==> src/rtl/ssd_image_accumulator_if.sv <==
// Read-only bus from the SSD accumulator to the two image RAMs (A and B share one address).
interface ssd_image_accumulator_if #(
  parameter int ADDR_W = 16,
  parameter int DATA_W = 8
);
  logic [ADDR_W-1:0] mem_address;
  logic              mem_cs;
  logic              mem_clken;
  logic [DATA_W-1:0] readdata_a;
  logic [DATA_W-1:0] readdata_b;

  modport master (
    output mem_address, mem_cs, mem_clken,
    input  readdata_a, readdata_b
  );

  modport slave (
    input  mem_address, mem_cs, mem_clken,
    output readdata_a, readdata_b
  );
endinterface

==> src/rtl/ssd_image_accumulator.sv <==
// Scans pixels 0..len-1 of image RAMs A and B in lockstep and accumulates
// the sum of squared differences through a 3-stage diff/square/add pipeline.
module ssd_image_accumulator #(
  parameter int NUM_PIXELS = 58368,
  parameter int ADDR_W     = 16,
  parameter int DATA_W     = 8,
  parameter int ACC_W      = 32
) (
  input  logic                   clk,
  input  logic                   reset,
  input  logic                   start,
  input  logic [ADDR_W-1:0]      len,
  input  logic                   abort,
  ssd_image_accumulator_if.master ram,
  output logic                   busy,
  output logic                   done,
  output logic [ACC_W-1:0]       result
);

  typedef enum logic [1:0] {IDLE, READ, DRAIN} state_e;

  localparam logic [ADDR_W-1:0] MAX_N = ADDR_W'(NUM_PIXELS);

  state_e              state_q, state_d;
  logic [ADDR_W-1:0]   addr_q, addr_d;
  logic [ADDR_W-1:0]   last_q, last_d;
  logic                busy_q, busy_d;
  logic                done_q, done_d;
  logic [ACC_W-1:0]    result_q, result_d;
  logic [ACC_W-1:0]    acc_q, acc_d;
  logic                rd_vld_q, rd_vld_d;
  logic                d1_vld_q, d1_vld_d;
  logic                sq_vld_q, sq_vld_d;
  logic [DATA_W-1:0]   diff_q, diff_d;
  logic [2*DATA_W-1:0] sq_q, sq_d;

  logic [ADDR_W-1:0]   len_c;
  logic [DATA_W:0]     sub;

  assign ram.mem_address = addr_q;
  assign ram.mem_cs      = (state_q == READ);
  assign ram.mem_clken   = (state_q == READ);
  assign busy            = busy_q;
  assign done            = done_q;
  assign result          = result_q;

  always_comb begin
    state_d  = state_q;
    addr_d   = addr_q;
    last_d   = last_q;
    busy_d   = busy_q;
    done_d   = 1'b0;
    result_d = result_q;
    acc_d    = acc_q;

    len_c = (len > MAX_N) ? MAX_N : len;

    // Pipeline advances unconditionally; the valid bits decide what counts.
    sub      = {1'b0, ram.readdata_a} - {1'b0, ram.readdata_b};
    diff_d   = sub[DATA_W] ? (~sub[DATA_W-1:0] + DATA_W'(1)) : sub[DATA_W-1:0];
    rd_vld_d = (state_q == READ);
    d1_vld_d = rd_vld_q;
    sq_d     = (2*DATA_W)'(diff_q) * (2*DATA_W)'(diff_q);
    sq_vld_d = d1_vld_q;
    if (sq_vld_q) acc_d = acc_q + ACC_W'(sq_q);

    unique case (state_q)
      IDLE: begin
        // busy while IDLE marks an accepted zero-length scan awaiting its done pulse
        if (busy_q) begin
          busy_d   = 1'b0;
          done_d   = 1'b1;
          result_d = '0;
        end else if (start) begin
          busy_d = 1'b1;
          acc_d  = '0;
          addr_d = '0;
          if (len_c != '0) begin
            last_d  = len_c - ADDR_W'(1);
            state_d = READ;
          end
        end
      end
      READ: begin
        if (addr_q == last_q) state_d = DRAIN;
        else                  addr_d  = addr_q + ADDR_W'(1);
      end
      DRAIN: begin
        if (sq_vld_q && !d1_vld_q && !rd_vld_q) begin
          state_d  = IDLE;
          busy_d   = 1'b0;
          done_d   = 1'b1;
          result_d = acc_q + ACC_W'(sq_q);
        end
      end
      default: state_d = IDLE;
    endcase

    // Abort wins over completion in the same cycle.
    if (abort && busy_q) begin
      state_d  = IDLE;
      busy_d   = 1'b0;
      done_d   = 1'b0;
      result_d = result_q;
      rd_vld_d = 1'b0;
      d1_vld_d = 1'b0;
      sq_vld_d = 1'b0;
    end
  end

  always_ff @(posedge clk or posedge reset) begin
    if (reset) begin
      state_q  <= IDLE;
      addr_q   <= '0;
      last_q   <= '0;
      busy_q   <= 1'b0;
      done_q   <= 1'b0;
      result_q <= '0;
      acc_q    <= '0;
      rd_vld_q <= 1'b0;
      d1_vld_q <= 1'b0;
      sq_vld_q <= 1'b0;
      diff_q   <= '0;
      sq_q     <= '0;
    end else begin
      state_q  <= state_d;
      addr_q   <= addr_d;
      last_q   <= last_d;
      busy_q   <= busy_d;
      done_q   <= done_d;
      result_q <= result_d;
      acc_q    <= acc_d;
      rd_vld_q <= rd_vld_d;
      d1_vld_q <= d1_vld_d;
      sq_vld_q <= sq_vld_d;
      diff_q   <= diff_d;
      sq_q     <= sq_d;
    end
  end

endmodule

==> src/flat_wrapper.sv <==
// flat-port wrapper written by rule: the top's interface ports become plain ports
module ssd_image_accumulator_flat 
#(
  parameter int NUM_PIXELS = 58368,
  parameter int ADDR_W     = 16,
  parameter int DATA_W     = 8,
  parameter int ACC_W      = 32
)
  (clk, reset, start, len, abort, busy, done, result, ram_mem_address, ram_mem_cs, ram_mem_clken, ram_readdata_a, ram_readdata_b);
  ssd_image_accumulator_if #(.ADDR_W(ADDR_W), .DATA_W(DATA_W)) ram_i ();
  input  logic clk;
  input  logic reset;
  input  logic start;
  input  logic [ADDR_W-1:0] len;
  input  logic abort;
  output logic busy;
  output logic done;
  output logic [ACC_W-1:0] result;
  output wire logic [$bits(ram_i.mem_address)-1:0] ram_mem_address;
  output wire logic [$bits(ram_i.mem_cs)-1:0] ram_mem_cs;
  output wire logic [$bits(ram_i.mem_clken)-1:0] ram_mem_clken;
  input wire logic [$bits(ram_i.readdata_a)-1:0] ram_readdata_a;
  input wire logic [$bits(ram_i.readdata_b)-1:0] ram_readdata_b;
  assign ram_mem_address = ram_i.mem_address;
  assign ram_mem_cs = ram_i.mem_cs;
  assign ram_mem_clken = ram_i.mem_clken;
  assign ram_i.readdata_a = ram_readdata_a;
  assign ram_i.readdata_b = ram_readdata_b;
  ssd_image_accumulator #(.NUM_PIXELS(NUM_PIXELS), .ADDR_W(ADDR_W), .DATA_W(DATA_W), .ACC_W(ACC_W)) u_core (.clk(clk), .reset(reset), .start(start), .len(len), .abort(abort), .ram(ram_i), .busy(busy), .done(done), .result(result));
endmodule
==> config.mk <==
export PLATFORM = sky130hd
export DESIGN_NAME = ssd_image_accumulator_flat
export DESIGN_NICKNAME = d
export VERILOG_FILES = /design/src/rtl/ssd_image_accumulator_if.sv /design/src/rtl/ssd_image_accumulator.sv /design/src/flat_wrapper.sv
export SDC_FILE = /design/constraint.sdc
export NUM_CORES = 1
export LEC_CHECK = 0
export ABC_AREA = 1
export CORE_ASPECT_RATIO = 1.1
export CORE_MARGIN = 5
export CORE_UTILIZATION = 35
export CTS_BUF_LIST = sky130_fd_sc_hd__clkbuf_4 sky130_fd_sc_hd__clkbuf_8
export DETAILED_ROUTE_END_ITERATION = 16
export SKIP_CTS_REPAIR_TIMING = 1
export SYNTH_ARGS = -nofsm -noshare
export SYNTH_HDL_FRONTEND = slang
export SYNTH_SLANG_ARGS = --single-unit
==> constraint.sdc <==
create_clock -name clk -period 4.24 [get_ports clk]
set_clock_uncertainty 0.15 [all_clocks]
set_input_delay 0.848 -clock clk [delete_from_list [all_inputs] [get_ports clk]]
set_output_delay 0.848 -clock clk [all_outputs]
set_load 0.05 [all_outputs]
==> summary.txt <==
Yosys
  – Top FF cell, synth: dfrtp_1
  – XOR/XNOR share of the synthesized area: 0.0479
  – Post-synth EDFFs: 0
  – Post-Synth Simple-Gate Area: 0.281
  – Main combinational cell family by area after synthesis: simple AND/OR/NAND/NOR gates
  – Post-synthesis register bit count: 126
  – Post-synthesis adder-cell area fraction: 0.131
  – Post-Syn Nets: 1450
  – Post-synthesis mux area share: 0
  – Distinct cells, synth: 41
  – Synth warn: 0
  – Netlist Area Pre-Place: 9520 sq um
  – Post-synthesis compound-gate area fraction: 0.0969
  – Syn_area_per_cell: 7.16 sq um
  – Seq/Total Area, Yosys: 0.331
  – Post-synth ARST share: 1.00
  – Syn Inst Count: 1330

GRT
  – Total grt overflow: 0
  – Largest net degree at the start of global routing: 127
  – Vias in the first global route: 7940
  – Total track usage: 0.152
  – First-pass GRT wire length: 38500 um
  – Initial antenna violation count: 0

Critical path
  – Critical path class: reg2reg
  – CP bufs+invs: 3
  – Req. time, crit path: 4.46 ns
  – Top cell by count, worst path: fa_1
  – Crit. End Element: flop
  – Crit-path slowest cell: fa_1
  – Critical path arrival: 4.28 ns
  – Critical Path Source Type: flop
  – R2r worst-path depth: 14
  – Worst path depth: 14
  – Crit-path cells: nand2_1, inv_1, fa_1, fa_1, inv_1, fa_1, fa_1, inv_1, ha_4, a21oi_2, a21boi_4, o21ai_1, a21oi_1, xor2_1
  – CP max stage delay: 0.54 ns
  – Peak fanout along the critical path: 4
  – Crit-path leading delay family: adder cells

STA
  – Fmax achieved: 246 MHz
  – Hold Vio Cnt, Final: 0
  – Hold WS: 0.330 ns
  – Final period utilization: 0.958
  – Endpoints failing setup: 0
  – Max-slew violation count: 0
  – RSZ-0062 raised after global routing: no
  – Rel. slew slack: 0.272
  – Min Clock Period, post-route: 4.06 ns
  – Worst Setup Slack, final: 0.180 ns
  – Slew of the pin with the lowest slew margin: 1.09 ns

Run status
  – Status: completed

Die
  – IO Pins: 88
  – Die height: 183 um
  – Die area: 30600 sq um
  – Row cnt: 63
  – Initial core utilization: 0.354
  – Die Span X: 167 um
  – CORE AREA: 26900 sq um

Cells and area
  – P&R area growth vs syn: 18.5%
  – Filler cell count: 2747
  – Most frequent cells in the layout: nand2_1 (392), inv_1 (232), dfrtp_1 (126)
  – Final net count: 1540
  – Fraction of layout cells with a size suffix above 1: 0.0593
  – N_diodes: 0
  – Most common cell after layout, fill and taps aside: nand2_1
  – Utilization after layout: 0.420

Routing
  – Via Count: 8271
  – Drt initial violations: 368
  – Post-route DRC: 0
  – Vias per inst: 4.62
  – Total iterations of the first detailed-routing run: 5
  – DR WL/cell: 13.0 um
  – Number of routed nets with antenna violations: 0
  – Total routed wirelength: 23200 um

Clock network
  – Sink Count: 126
  – H-tree depth: 4
  – CTS tree: yes
  – CTS clk-pin slew, worst paths: 0.07 ns
  – CTS root buf: clkbuf_8
  – Total CTS buffers: 17
  – Later-pin clock latency in the skew report: 0.45 ns
  – Clk buf depth: 2

Placement
  – Buffers on Ports: 87
  – Hpwl dp: 17900 um
  – Pre-CTS setup slack: 0.00489 ns
  – Routability congestion estimate: 0.922

Job
  – # Max-Cap Violations: 0

Min path
  – Hold crit path type: reg2reg
  – Hold depth: 2

Pwr
  – LEAKAGE: 5.91 nW
  – Peak supply drop: 0.000797 V
  – Cell area power density: 924 nW/um^2
-- logic make-up after synthesis --
| group | Yosys count |
|---|---|
| XOR/XNOR | 52 |
| flip-flops | 126 |
| AO/OA/AOI/OAI | 159 |
| buffers and inverters | 267 |
| AND/OR/NAND/NOR | 642 |
| adder cells (fa/ha/maj) | 84 |
-- Yosys cell counts, types with 2 or more instances --
| cell type | instances | area [sq um] |
|---|---|---|
| nand2_4 | 2 | 22.5 |
| buf_6 | 3 | 33.8 |
| nand3b_1 | 7 | 52.6 |
| nand3_1 | 70 | 350 |
| dfrtp_1 | 126 | 3150 |
| buf_1 | 2 | 7.51 |
| nand3_2 | 2 | 20.0 |
| nor2_2 | 4 | 25.0 |
| nor2_1 | 113 | 424 |
| a21boi_0 | 2 | 15.0 |
| buf_4 | 2 | 15.0 |
| nand2_1 | 393 | 1480 |
| fa_1 | 26 | 521 |
| nor2_4 | 2 | 22.5 |
| inv_1 | 233 | 875 |
| ha_1 | 58 | 726 |
| nand2_2 | 5 | 31.3 |
| xor2_1 | 40 | 350 |
| o21bai_1 | 5 | 37.5 |
| nor4_1 | 4 | 25.0 |
| nand4_1 | 14 | 87.6 |
| a21oi_1 | 48 | 240 |
| clkbuf_1 | 19 | 71.3 |
| xnor2_1 | 12 | 105 |
| buf_2 | 5 | 25.0 |
| a21o_1 | 3 | 22.5 |
| o211ai_1 | 4 | 30.0 |
| o31ai_1 | 10 | 75.1 |
| o21ai_1 | 9 | 45.0 |
| a22o_1 | 10 | 87.6 |
| nor3_1 | 22 | 110 |
| o21ai_0 | 61 | 305 |
| o21ai_2 | 5 | 43.8 |
| or2_2 | 2 | 12.5 |
-- worst register-to-register path: stages (launching register included) --
cell	delay, ns
dfrtp_1	0.43
nand2_1	0.09
inv_1	0.07
fa_1	0.48
fa_1	0.54
inv_1	0.05
fa_1	0.50
fa_1	0.54
inv_1	0.06
ha_4	0.26
a21oi_2	0.17
a21boi_4	0.20
o21ai_1	0.10
a21oi_1	0.20
xor2_1	0.15
-- final timing paths --
kind                                    from                          to  slack (ns)
min                        u_core.result[18]           u_core.result[18]        0.33
max in group asynchronous              reset  u_core.ram.mem_address[14]        2.65
max                         u_core.diff_q[6]             u_core.sq_q[13]        0.18
max reg2reg                 u_core.diff_q[6]             u_core.sq_q[13]        0.18
min reg2reg                u_core.result[18]           u_core.result[18]        0.33
min in group asynchronous              reset           u_core.result[12]        0.79
-- power by group --
| part | internal [mW] | total, mW | switching (mW) |
|---|---|---|---|
| Combinational | 2.72 | 7.21 | 4.49 |
| Sequential | 1.73 | 2.07 | 0.334 |
| Clock | 0.665 | 1.14 | 0.479 |
-- registers in the layout, indices dropped and copies added (netlist names) --
signal / count
u_core.rd_vld_q: 1
u_core.diff_q: 8
u_core.state_q: 2
u_core.result: 32
u_core.last_q: 16
u_core.sq_q: 15
u_core.acc_q: 32
u_core.busy: 1
u_core.d1_vld_q: 1
u_core.sq_vld_q: 1
u_core.ram.mem_address: 16
u_core.done: 1
-- metrics by stage --
| step | power [mW] | TNS (ns) | cells | area [sq um] |
|---|---|---|---|---|
| 2_1_floorplan | 7.15 | 0 | 1330 | 9520 |
| 3_3_place_gp | 8.67 | 0 | 1755 | 10800 |
| 3_5_place_dp | 8.79 | 0 | 1755 | 10800 |
| 4_1_cts | 9.99 | -0.00961 | 1787 | 11200 |
| 5_1_grt | 11.5 | 0 | 1790 | 11300 |
| 6_report | 10.4 | 0 | 1790 | 11300 |
-- per-layer routing --
layer / track usage / vias to the layer above / share of wire
met1: 0.191 / 3741 / 0.46
li1: - / 4328 / -
met2: 0.265 / 170 / 0.48
met3: 0.0254 / 32 / 0.041
met5: 0 / - / 0
met4: 0.0562 / 0 / 0.022
-- area by class of cell --
cell class / instances / area, sq um / area share
Timing Repair Buffer: 104 / 1010 / 0.0896
Multi-Input combinational cell: 937 / 5360 / 0.475
Clock inverter: 11 / 165 / 0.0146
Clock buffer: 21 / 264 / 0.0234
Inverter: 234 / 882 / 0.0782
Tap cell: 357 / 447 / 0.0396
Sequential cell: 126 / 3150 / 0.280
No activity file was read; power rests on OpenSTA's default activity.
